--- src/rtl/icb_arbt_rr.sv ---
// N-to-1 ICB command arbiter with fixed-priority or round-robin selection.
// A stalled command keeps its grant until it handshakes. The port ID of every
// accepted command is queued in an ID FIFO so responses return, in order, to
// the port that issued them. With ALLOW_0CYCL_RSP a response that handshakes in
// the same cycle as its command bypasses the FIFO.
//
// Ports:
//   clk, rst                 clock, asynchronous active-low reset
//   i_bus_icb_cmd_*          upstream command channels (packed, port i at [i*W +: W])
//   i_bus_icb_rsp_*          upstream response channels (data fields broadcast)
//   o_icb_cmd_*              downstream command channel (granted port's fields)
//   o_icb_rsp_*              downstream response channel
//   o_grant_id               currently granted port, 0 when nothing is selected
//   o_outstanding            number of entries in the ID FIFO
module icb_arbt_rr #(
  parameter int unsigned AW              = 32,
  parameter int unsigned DW              = 64,
  parameter int unsigned USR_W           = 1,
  parameter int unsigned ARBT_NUM        = 4,
  parameter int unsigned ARBT_SCHEME     = 1,
  parameter int unsigned FIFO_DP         = 2,
  parameter int unsigned ALLOW_0CYCL_RSP = 1,
  localparam int unsigned ID_W           = $clog2(ARBT_NUM),
  localparam int unsigned CNT_W          = $clog2(FIFO_DP + 1)
) (
  input  logic                      clk,
  input  logic                      rst,
  input  logic [ARBT_NUM-1:0]       i_bus_icb_cmd_vld,
  output logic [ARBT_NUM-1:0]       i_bus_icb_cmd_rdy,
  input  logic [ARBT_NUM-1:0]       i_bus_icb_cmd_read,
  input  logic [ARBT_NUM*AW-1:0]    i_bus_icb_cmd_addr,
  input  logic [ARBT_NUM*DW-1:0]    i_bus_icb_cmd_wdata,
  input  logic [ARBT_NUM*DW/8-1:0]  i_bus_icb_cmd_wmask,
  input  logic [ARBT_NUM*USR_W-1:0] i_bus_icb_cmd_usr,
  output logic [ARBT_NUM-1:0]       i_bus_icb_rsp_vld,
  input  logic [ARBT_NUM-1:0]       i_bus_icb_rsp_rdy,
  output logic [ARBT_NUM-1:0]       i_bus_icb_rsp_err,
  output logic [ARBT_NUM*DW-1:0]    i_bus_icb_rsp_rdata,
  output logic [ARBT_NUM*USR_W-1:0] i_bus_icb_rsp_usr,
  output logic                      o_icb_cmd_vld,
  input  logic                      o_icb_cmd_rdy,
  output logic                      o_icb_cmd_read,
  output logic [AW-1:0]             o_icb_cmd_addr,
  output logic [DW-1:0]             o_icb_cmd_wdata,
  output logic [DW/8-1:0]           o_icb_cmd_wmask,
  output logic [USR_W-1:0]          o_icb_cmd_usr,
  input  logic                      o_icb_rsp_vld,
  output logic                      o_icb_rsp_rdy,
  input  logic                      o_icb_rsp_err,
  input  logic [DW-1:0]             o_icb_rsp_rdata,
  input  logic [USR_W-1:0]          o_icb_rsp_usr,
  output logic [ID_W-1:0]           o_grant_id,
  output logic [CNT_W-1:0]          o_outstanding
);

  localparam int unsigned PTR_W = (FIFO_DP > 1) ? $clog2(FIFO_DP) : 1;

  logic [ID_W-1:0]  rr_ptr_q, rr_ptr_d;
  logic             lock_q, lock_d;
  logic [ID_W-1:0]  lock_id_q, lock_id_d;
  logic [ID_W-1:0]  fifo_q [FIFO_DP];
  logic [PTR_W-1:0] wr_ptr_q, rd_ptr_q;
  logic [CNT_W-1:0] cnt_q;

  logic            sel_vld;
  logic [ID_W-1:0] sel_id, grant;
  logic            fifo_full, fifo_empty;
  logic            cmd_hsk, rsp_hsk, rsp_en, bypass, push, pop;
  logic [ID_W-1:0] rsp_tgt;

  // Candidate selection; a locked grant overrides any new request.
  always_comb begin
    sel_vld = 1'b0;
    sel_id  = '0;
    if (lock_q) begin
      sel_id  = lock_id_q;
      sel_vld = i_bus_icb_cmd_vld[lock_id_q];
    end else if (ARBT_SCHEME == 0) begin
      for (int i = ARBT_NUM - 1; i >= 0; i--) begin
        if (i_bus_icb_cmd_vld[i]) begin
          sel_vld = 1'b1;
          sel_id  = ID_W'(i);
        end
      end
    end else begin
      // Walk from farthest to nearest so the port just after rr_ptr wins.
      for (int k = ARBT_NUM; k >= 1; k--) begin
        if (i_bus_icb_cmd_vld[(int'(rr_ptr_q) + k) % ARBT_NUM]) begin
          sel_vld = 1'b1;
          sel_id  = ID_W'((int'(rr_ptr_q) + k) % ARBT_NUM);
        end
      end
    end
  end

  assign grant      = sel_vld ? sel_id : '0;
  assign o_grant_id = grant;

  // Full is taken from the registered count, so a same-cycle pop cannot
  // reopen the command path (no rsp_rdy -> cmd_rdy combinational path).
  assign fifo_full     = (cnt_q == CNT_W'(FIFO_DP));
  assign fifo_empty    = (cnt_q == '0);
  assign o_outstanding = cnt_q;

  assign o_icb_cmd_vld   = sel_vld & ~fifo_full;
  assign cmd_hsk         = o_icb_cmd_vld & o_icb_cmd_rdy;
  assign o_icb_cmd_read  = sel_vld ? i_bus_icb_cmd_read[grant] : 1'b0;
  assign o_icb_cmd_addr  = sel_vld ? i_bus_icb_cmd_addr[grant*AW +: AW] : '0;
  assign o_icb_cmd_wdata = sel_vld ? i_bus_icb_cmd_wdata[grant*DW +: DW] : '0;
  assign o_icb_cmd_wmask = sel_vld ? i_bus_icb_cmd_wmask[grant*(DW/8) +: DW/8] : '0;
  assign o_icb_cmd_usr   = sel_vld ? i_bus_icb_cmd_usr[grant*USR_W +: USR_W] : '0;

  always_comb begin
    i_bus_icb_cmd_rdy = '0;
    for (int i = 0; i < ARBT_NUM; i++) begin
      if (sel_vld && (grant == ID_W'(i))) begin
        i_bus_icb_cmd_rdy[i] = o_icb_cmd_rdy & ~fifo_full;
      end
    end
  end

  // Response routing: FIFO head when something is outstanding, otherwise only
  // the zero-cycle bypass of a command handshaking right now may respond.
  always_comb begin
    if (!fifo_empty) begin
      rsp_en  = 1'b1;
      rsp_tgt = fifo_q[rd_ptr_q];
    end else begin
      rsp_en  = (ALLOW_0CYCL_RSP != 0) && cmd_hsk;
      rsp_tgt = grant;
    end
  end

  always_comb begin
    i_bus_icb_rsp_vld = '0;
    for (int i = 0; i < ARBT_NUM; i++) begin
      if (rsp_en && (rsp_tgt == ID_W'(i))) begin
        i_bus_icb_rsp_vld[i] = o_icb_rsp_vld;
      end
    end
  end

  assign o_icb_rsp_rdy       = rsp_en & i_bus_icb_rsp_rdy[rsp_tgt];
  assign rsp_hsk             = o_icb_rsp_vld & o_icb_rsp_rdy;
  assign i_bus_icb_rsp_err   = {ARBT_NUM{o_icb_rsp_err}};
  assign i_bus_icb_rsp_rdata = {ARBT_NUM{o_icb_rsp_rdata}};
  assign i_bus_icb_rsp_usr   = {ARBT_NUM{o_icb_rsp_usr}};

  assign bypass = fifo_empty & cmd_hsk & rsp_hsk;
  assign push   = cmd_hsk & ~bypass;
  assign pop    = rsp_hsk & ~bypass;

  always_comb begin
    lock_d    = lock_q;
    lock_id_d = lock_id_q;
    rr_ptr_d  = rr_ptr_q;
    if (o_icb_cmd_vld && !o_icb_cmd_rdy) begin
      lock_d    = 1'b1;
      lock_id_d = grant;
    end else if (cmd_hsk) begin
      lock_d = 1'b0;
    end
    if (cmd_hsk) begin
      rr_ptr_d = grant;
    end
  end

  always_ff @(posedge clk or negedge rst) begin
    if (!rst) begin
      rr_ptr_q  <= ID_W'(ARBT_NUM - 1);
      lock_q    <= 1'b0;
      lock_id_q <= '0;
      wr_ptr_q  <= '0;
      rd_ptr_q  <= '0;
      cnt_q     <= '0;
      for (int i = 0; i < FIFO_DP; i++) begin
        fifo_q[i] <= '0;
      end
    end else begin
      rr_ptr_q  <= rr_ptr_d;
      lock_q    <= lock_d;
      lock_id_q <= lock_id_d;
      if (push) begin
        fifo_q[wr_ptr_q] <= grant;
        wr_ptr_q <= (wr_ptr_q == PTR_W'(FIFO_DP - 1)) ? '0 : wr_ptr_q + 1'b1;
      end
      if (pop) begin
        rd_ptr_q <= (rd_ptr_q == PTR_W'(FIFO_DP - 1)) ? '0 : rd_ptr_q + 1'b1;
      end
      if (push && !pop) begin
        cnt_q <= cnt_q + 1'b1;
      end else if (pop && !push) begin
        cnt_q <= cnt_q - 1'b1;
      end
    end
  end

endmodule

--- config.mk ---
export PLATFORM = sky130hd
export DESIGN_NAME = icb_arbt_rr
export DESIGN_NICKNAME = d
export VERILOG_FILES = /design/src/rtl/icb_arbt_rr.sv
export SDC_FILE = /design/constraint.sdc
export NUM_CORES = 1
export LEC_CHECK = 0
export CELL_PAD_IN_SITES_DETAIL_PLACEMENT = 1
export CELL_PAD_IN_SITES_GLOBAL_PLACEMENT = 2
export CORE_AREA = 2 2 346 348
export DETAILED_ROUTE_END_ITERATION = 8
export DIE_AREA = 0 0 348 350
export DONT_BUFFER_PORTS = 1
export PLACE_DENSITY = 0.3
export SETUP_SLACK_MARGIN = 0.4
export SYNTH_ARGS = -nofsm -noshare
export SYNTH_HDL_FRONTEND = slang
export SYNTH_SLANG_ARGS = --single-unit
--- constraint.sdc ---
create_clock -name clk -period 9.1 [get_ports clk]
set_input_delay 2.275 -clock clk [delete_from_list [all_inputs] [get_ports clk]]
set_output_delay 2.275 -clock clk [all_outputs]
set_load 0.1 [all_outputs]
==> results_tabular.tex <==
\begin{tabular}{lr}
\hline
Metric & Value \\
\hline
\multicolumn{2}{l}{\textbf{Run status}} \\
\quad Run status & complete, no violations \\
\multicolumn{2}{l}{\textbf{Yosys}} \\
\quad Synthesized netlist net count & 1117 \\
\quad Most frequent cells after synthesis & 275 x buf\_4, 111 x nor2b\_1, 107 x mux4\_2 \\
\quad Async SR Flop Fraction & 100\% \\
\quad Area contributors post-synth & mux4\_2 39\%, buf\_4 33\%, nor2b\_1 11\% \\
\quad Synthesis-stage register bit count & 13 \\
\quad Dominant cell by count in the synthesized netlist & buf\_4 \\
\quad Yosys Warn Count & 0 \\
\quad Netlist Area Pre-Place & 6190 um2 \\
\quad Count of cell types in the netlist & 41 \\
\quad Largest area contributor in the synthesized netlist & mux4\_2 \\
\quad Synth Area per Inst & just over 10 um2 \\
\quad Number of flops mapped to enable cells by yosys & 0 \\
\quad Number of cells produced by synthesis & 614 \\
\quad Primary flip-flop cell chosen by synthesis mapping & dfrtp\_1 \\
\quad Share of Yosys cell area claimed by the top area cell type & 38.9\% \\
\quad Sequential element share of the synthesized area & 5.29\% \\
\multicolumn{2}{l}{\textbf{CTS}} \\
\quad Clock input transition at the sequential cells of the worst setup and hold paths & 0.05 ns \\
\quad CTS tree & yes \\
\quad Clock root buffer & clkbuf\_16 \\
\quad Number of setup buffers added after CTS & 0 \\
\quad Number of H-tree branching levels & 1 \\
\quad Clock insertion delay at the later pin of the skew report & between 0.2 and 0.3 ns \\
\quad Post-cts repair resize count & 0 \\
\quad Count of clock tree sinks & 13 \\
\quad Hold buffer count at CTS & 0 \\
\quad Clock buffers created by TritonCTS & 3 \\
\quad Maximum root-to-sink buffer count & 2 \\
\multicolumn{2}{l}{\textbf{STA}} \\
\quad RSZ-0062 raised after global routing & false \\
\quad Total negative slack & 0 ns \\
\quad Count of final setup violators & 0 \\
\quad Max Slew Vio Count & 0 \\
\quad Final period demand of the worst path & 7.66 ns \\
\quad Worst slew slack as a fraction of its limit & approximately 25\% \\
\quad Transition time at the pin with the least slew margin & 1.13 ns \\
\quad Fin crit share & a little over four fifths \\
\quad Count of endpoints failing hold in the final timing report & 0 \\
\quad Clock skew & between 0.005 and 0.006 ns \\
\quad Maximum clock rate & 130 MHz \\
\multicolumn{2}{l}{\textbf{Detailed routing}} \\
\quad Number of nets still failing antenna checks after routing & 0 \\
\quad Drt pass-1 iters & 4 \\
\quad Final routed wirelength across all metal layers & 39.8 mm \\
\quad Via Count & just over 4000 \\
\quad Post-detailed-route wirelength per cell & 20.7 um \\
\quad Routed via count divided by cell count & 2.11 \\
\quad DRC violation count after routing & 0 \\
\quad Count of routing violations after the opening detailed-route iteration & between 200 and 250 \\
\multicolumn{2}{l}{\textbf{Die}} \\
\quad Die Width & 348 um \\
\quad Y dimension of the die & 350 um \\
\quad I/O pin count & 886 \\
\quad Placeable core region & 118000 um2 \\
\quad Area enclosed by the die boundary & 122000 um2 \\
\quad Cell Rows & 126 \\
\quad Starting Density & between 5 and 6\% \\
\multicolumn{2}{l}{\textbf{Global routing}} \\
\quad Largest net degree at the start of global routing & 109 \\
\quad Wire length of the first global-routing pass & 47.5 mm \\
\quad GR Overflow Total & 0 \\
\quad Via count of the first global-routing pass & roughly 4600 \\
\quad Initial antenna violation count & 33 \\
\quad Gr usage total & approximately 6\% \\
\multicolumn{2}{l}{\textbf{Cells and area}} \\
\quad Layout overhead on the synthesized area & 12.9\% \\
\quad Layout cell share with drive strength beyond 1 & 79.3\% \\
\quad Post-layout net count & between 800 and 900 \\
\multicolumn{2}{l}{\textbf{Worst setup path}} \\
\quad Slowest cell on the critical path & nor2b\_2 \\
\quad Ordered cell list for the critical path & nor2b\_1, a2bb2oi\_2, o31a\_4, inv\_6, buf\_4, mux4\_2, nor2b\_2 \\
\quad Worst Path Max Fanout & 64 \\
\quad Classification of the worst setup path & in -> out \\
\quad Delay of the slowest cell on the worst path & a little under 0.9 ns \\
\quad Critical path data required time & 6.83 ns \\
\quad Critical Path Start Type & input port \\
\quad Worst EP arrival & 5.39 ns \\
\quad CP endpoint kind & output pin \\
\multicolumn{2}{l}{\textbf{Place}} \\
\quad Detailed placer's ending HPWL & between 30 and 40 mm \\
\quad Port Buffer Count & 0 \\
\quad Placer congestion estimate & 0.790 \\
\multicolumn{2}{l}{\textbf{Run}} \\
\quad Number of violations of the max-capacitance limit & 0 \\
\multicolumn{2}{l}{\textbf{Hold path}} \\
\quad Min-delay worst type & reg -> reg \\
\hline
\end{tabular}
-- flip-flops by register name, summed over array words and instances, names as in the netlist --
name / cells
fifo_q: 4
lock_id_q: 2
o_outstanding: 2
rr_ptr_q: 2
lock_q: 1
rd_ptr_q: 1
wr_ptr_q: 1
-- final timing paths --
check | start | to | slack (ns) | cells past startpoint
min in group asynchronous | rst | rd_ptr_q | 1.72 | 0
worst max register to register | rr_ptr_q[1] | fifo_q[3] | 5.62 | 9
worst max-delay path | i_bus_icb_cmd_vld[1] | o_icb_cmd_wdata[25] | 1.44 | 7
max in group asynchronous | rst | rr_ptr_q[1] | 7.21 | 0
worst min-delay path | fifo_q[0] | fifo_q[0] | 0.49 | 1
worst min register to register | fifo_q[0] | fifo_q[0] | 0.49 | 1
-- per-stage QoR --
| step | instance area, um2 | cells | util [%] | setup WS [ns] | hold WS, ns |
|---|---|---|---|---|---|
| after floorplan | 6190 | 614 | - | 0.402 | 0.458 |
| after global placement | 6860 | 1899 | 5.82 | 1.45 | 0.468 |
| after detailed placement | 6860 | 1899 | 5.82 | 1.37 | 0.480 |
| after CTS | 6940 | 1903 | 5.89 | 1.38 | 0.492 |
| after global routing | 6970 | 1914 | 5.91 | 1.28 | 0.505 |
| final | 6990 | 1925 | 5.94 | 1.44 | 0.486 |
-- layout make-up --
class / count / area, um2
fill: 13900 / 111000
multi-input combinational: 294 / 4020
tap: 1536 / 1920
timing repair buffer: 52 / 571
sequential: 13 / 328
clock buffer: 4 / 78.8
antenna: 22 / 55.1
inverter: 4 / 20.0
-- placed cells by master, fill, tap and decap left out, types with 4 or more instances in the layout --
cell type | synthesis | layout
nor2b_2 | 0 | 100
mux4_2 | 107 | 107
nor2b_1 | 111 | 4
nor2_1 | 6 | 6
nand2_1 | 10 | 10
clkbuf_16 | 0 | 5
dfrtp_1 | 11 | 11
nor2b_4 | 0 | 7
mux2i_1 | 9 | 9
diode_2 | 0 | 22
buf_4 | 275 | 42
nor3_2 | 0 | 7
buf_16 | 0 | 6
-- critical path: cells and delay by family --
| family | cells | cell delay (ns) |
|---|---|---|
| buffers and inverters | 2 | 1.16 |
| muxes | 1 | 0.35 |
| AOI/OAI and AO/OA | 2 | 0.55 |
| and+or+nand+nor | 2 | 0.99 |
-- logic make-up (layout without fill, tap and decap cells) --
logic type	Yosys count	count (layout)	synth area share [%]
buffers and inverters	307	60	35.6
and+or+nand+nor	147	147	14.1
muxes	123	123	41.7
AOI/OAI and AO/OA	19	19	2.44
DFF	13	13	5.29
xor gates and xnor gates	4	4	0.566
adders and majority gates	1	1	0.202
other	0	22	0
-- layer usage --
metal	global-route usage (%)	part of all wire (%)	wire length, um	up-vias
met4	2.75	5.3	2090	10
met2	10.1	48	19000	563
met3	2.75	14	5550	144
met5	0	0.12	49	-
li1	-	-	-	1456
met1	6.09	33	13000	1897
Power is not shown: default switching activity piles up to over one toggle a cycle in this logic, so the estimate is an artifact.
==> RTL change 1: new RTL, same flow settings <==
Set the parameter `ALLOW_0CYCL_RSP` to 0 (it was 1).
--- a/src/rtl/icb_arbt_rr.sv
+++ b/src/rtl/icb_arbt_rr.sv
@@ -21,3 +21,3 @@
   parameter int unsigned FIFO_DP         = 2,
-  parameter int unsigned ALLOW_0CYCL_RSP = 1,
+  parameter int unsigned ALLOW_0CYCL_RSP = 0,
   localparam int unsigned ID_W           = $clog2(ARBT_NUM),
Check against the original RTL: not equivalent (Yosys sat finds a counterexample within 4 cycles, from zero or initial values and one cycle with rst low).
==> RTL change 1 against the unedited design <==
Worst setup slack better by 400 ps; non-clock buffer count rose by 34; synthesized area decreased by 2.0%; fmax rose by 5.5%; utilization rose by 0.28 points; final cell count rose by 6.0%; cell area rose by 4.7%; global-route usage increased by 0.44 points; routed wire length rose by 7.3%; register-to-register slack better by 600 ps; sequential cell count unchanged; count of clock-buffer cells in the layout fell by 1.
Power is not shown: default switching activity piles up to over one toggle a cycle in this logic, so the estimate is an artifact.
==> RTL change 1: results (changes against the unedited design) <==
* Dpl cells at 2027 (+6.7%)
* Total CTS buffers at 3 (unchanged)
* Syn nets at 1221 (+9.3%)
* Port bufs at 0 (unchanged)
* Reg-to-Reg Start: rr_ptr_q[0]
* Ratio of cells with drive above 1 in the final layout at 44.6% (-35 points)
* Placed Area at 0.00722 mm² (+5.2%)
* Cell variety after synth at 43 (+4.9%)
* Fraction of area in multi-input gates at 57.7% (+0.19 points)
* Top-count cell post-synth: buf_4
* CP delay by family, top: buffers and inverters
* Sequential-to-total area share from yosys stat at 5.40% (+0.11 points)
* Seq cells at 13 (unchanged)
* Nets at 999 (+15%)
* Non-clock buffers at 86 (+65%)
* Clk_skew at 3.88 ps (-1.68 ps)
* Initial antenna violation count at 14 (-58%)
* Synth top cells by count: buf_4 (271), mux2i_1 (214), o22ai_1 (106)
* Non-clock buffer share at 9.98% (+1.8 points)
* Hold_sp: wr_ptr_q
* Critical path's largest stage delay at 770 ps (-100 ps)
* CP max FO at 46 (-28%)
* Average size of a mapped cell at 8.45 µm² (-16%)
* Vias post-DR at 4582 (+13%)
* GRT Util Overall at 6.33% (+0.44 points)
* Status: completed
* Part of the cycle the worst path needs at 79.8% (-4.4 points)
* First-pass GRT wire length at 50600 µm (+6.4%)
* Critical Path Source: i_bus_icb_cmd_vld[3]
* CP arrival at 4990 ps (-400 ps)
* R2R setup slack at 6220 ps (+600 ps)
* Layout fillers at 13971 (+0.30%)
* Ant diodes at 10 (-55%)
* Sequential share of cell area at 4.48% (-0.21 points)
* Slowest cell on crit path: buf_4
* Area grow syn2layout at 20.7%
* Routability Congestion at 0.728 (-7.8%)
* Pre-CTS WS at 1610 ps (+242 ps)
* Max FFs per register at 4 (unchanged)
* Hold Worst Slack at 503 ps (+16.9 ps)
* Post-DP HPWL at 38800 µm (+10%)
* Relative slew slack at 23.2% (-1.4 points)
* Vias in the first global route at 4918 (+7.6%)
* Via density at 2.24 (+6.2%)
* Drt first-iter violations at 197 (-14%)
* Clock latency on the worst-skew pair at 240 ps
* Dominant cells by area after synthesis: mux2i_1 (35%), buf_4 (34%), o22ai_1 (11%)
* Multi-input gates at 388 (+32%)
* Pin count of the biggest net entering global routing at 78 (-28%)
* Post-Route WL at 42600 µm (+7.3%)
* Setup repair bufs after CTS at 0 (unchanged)
* ClkCell Share at 1.09% (-0.034 points)
[RTL change 1: cell types whose count changed in the layout (fill, tap and decap cells not counted), moves of 6 or more]
cell	change
buf_16	-6
buf_4	+38
diode_2	-12
mux2i_1	+205
mux4_2	-105
nor2b_2	-100
nor2b_4	-6
o22ai_2	+83
o22ai_4	+23
[RTL change 1: cells by family (layout without fill, tap and decap cells)]
| logic type | Yosys count | in the layout | share of synthesized area, % |
|---|---|---|---|
| buffers and inverters | 317 | 94 | 39.4 |
| multiplexers | 224 | 224 | 37.7 |
| AO/OA/AOI/OAI | 121 | 121 | 13.1 |
| AND/OR/NAND/NOR | 37 | 37 | 3.48 |
| flip-flops | 13 | 13 | 5.40 |
| XOR/XNOR | 5 | 5 | 0.722 |
| adder cells (fa/ha/maj) | 1 | 1 | 0.206 |
| other | 0 | 10 | 0 |
[RTL change 1: metal layers]
| metal | track usage, % | wire (µm) | up-vias |
|---|---|---|---|
| met1 | 7.09 | 16500 | 2099 |
| met4 | 3.25 | 2330 | 2 |
| met2 | 10.8 | 20400 | 462 |
| met3 | 1.99 | 3400 | 110 |
| li1 | - | - | 1909 |
| met5 | 0 | 13 | - |
[RTL change 1: worst paths after layout]
check | end | depth (start not counted)
max in group asynchronous | rr_ptr_q[0] | 0
min in group asynchronous | fifo_q[3] | 0
worst min-delay path | wr_ptr_q | 1
worst max register to register | fifo_q[3] | 6
worst max-delay path | o_icb_cmd_wdata[56] | 6
worst min register to register | wr_ptr_q | 1
==> RTL change 2: new RTL, config.mk and constraints unchanged <==
Without the edit above. Make the reset (`rst`) synchronous in one clocked block. Comments in the files are not updated.
--- a/src/rtl/icb_arbt_rr.sv
+++ b/src/rtl/icb_arbt_rr.sv
@@ -167,3 +167,3 @@
 
-  always_ff @(posedge clk or negedge rst) begin
+  always_ff @(posedge clk) begin
     if (!rst) begin
Behaviour: not the same (a bounded check fails within 4 cycles, from zero or initial values and one cycle with rst low; the reset may be asserted at any time).
==> RTL change 2 against the unedited design <==
Critical path depth unchanged; cell area grew 2.0%; largest cell class unchanged; via count is 5.0% higher; sequential cell count grew 1; routed wire length increased by 3.5%; utilization up 0.12 points; non-clock buffer count increased by 17; synthesized area is 1.9% higher; worst setup slack better by 24 ps.
==> RTL change 2: results (changes against the unedited design) <==
* Status: completed
* Vias in the first global route at 4738 (+3.6%)
* Seq cells at 14 (+1)
* Cell variety after synth at 54 (+32%)
* Worst-margin pin slew at 1260 ps (+131 ps)
* Met3 usage at 3.38% (+0.63 points)
* CLK BUF at 3 (-1)
* Non-clock buffers at 69 (+33%)
* Share of flip-flops with an asynchronous set or reset at 0% (-100 points)
* Met1 usage in global routing at 6.58% (+0.49 points)
* Critical path's largest stage delay at 780 ps (-90 ps)
* WL per Instance at 20.9 µm (+1.4%)
* GRT Util Overall at 6.18% (+0.29 points)
* Synth top cells by count: buf_4 (267), nor2b_1 (109), mux4_2 (106)
* Sequential-to-total area share from yosys stat at 5.08% (-0.22 points)
* Multi-input gate area at 0.00411 mm² (+2.3%)
* Non-clock buffer share at 8.73% (+0.57 points)
* Fin cells at 1964 (+2.0%)
* Dominant cells by area after synthesis: mux4_2 (38%), buf_4 (32%), nor2b_1 (11%)
* Routability Congestion at 0.821 (+3.9%)
* Inverters at 8 (+4)
* ClkCell Share at 1.10% (-0.023 points)
* Placed Area at 0.00701 mm² (+2.2%)
* Number of enable flip-flop cells after synthesis at 4 (+4)
* Met3 routed WL at 6070 µm (+9.3%)
* CP max FO at 73 (+14%)
* Ant diodes at 18 (-18%)
* Clk_skew at 4.18 ps (-1.38 ps)
* Synth Area in Adders at 0.198% (-0.0037 points)
* Pre-CTS WS at 1440 ps (+72.1 ps)
* Nets at 914 (+4.9%)
* Dpl cells at 1942 (+2.3%)
[RTL change 2: cell count changes in the layout (fill, tap and decap cells not counted), moves of 4 or more]
cell	delta
buf_4	+21
dfrtp_1	-11
dfxtp_1	+10
diode_2	-4
edfxtp_1	+4
inv_1	+5
nor2_2	+4
nor3_1	+4
o211a_1	+4
[RTL change 2: worst paths after layout]
path / depth (start not counted) / to / start / slack [ps]
hold / removal: 2 / rd_ptr_q / rd_ptr_q / 480
hold reg to reg: 2 / rd_ptr_q / rd_ptr_q / 480
setup reg to reg: 11 / o_outstanding[1] / lock_id_q[1] / 5590
setup / recovery: 7 / o_icb_cmd_addr[2] / i_bus_icb_cmd_vld[1] / 1460
[RTL change 2: worst register-to-register path, cell delays in order (launching register included)]
cell      delay [ps]
dfxtp_1          420
mux2i_1          390
mux2i_1          200
a21oi_4          590
a21oi_2           50
buf_4            270
nand2_1          410
a31o_4           220
inv_1             60
ha_1             330
or3_1            370
a21boi_0         150
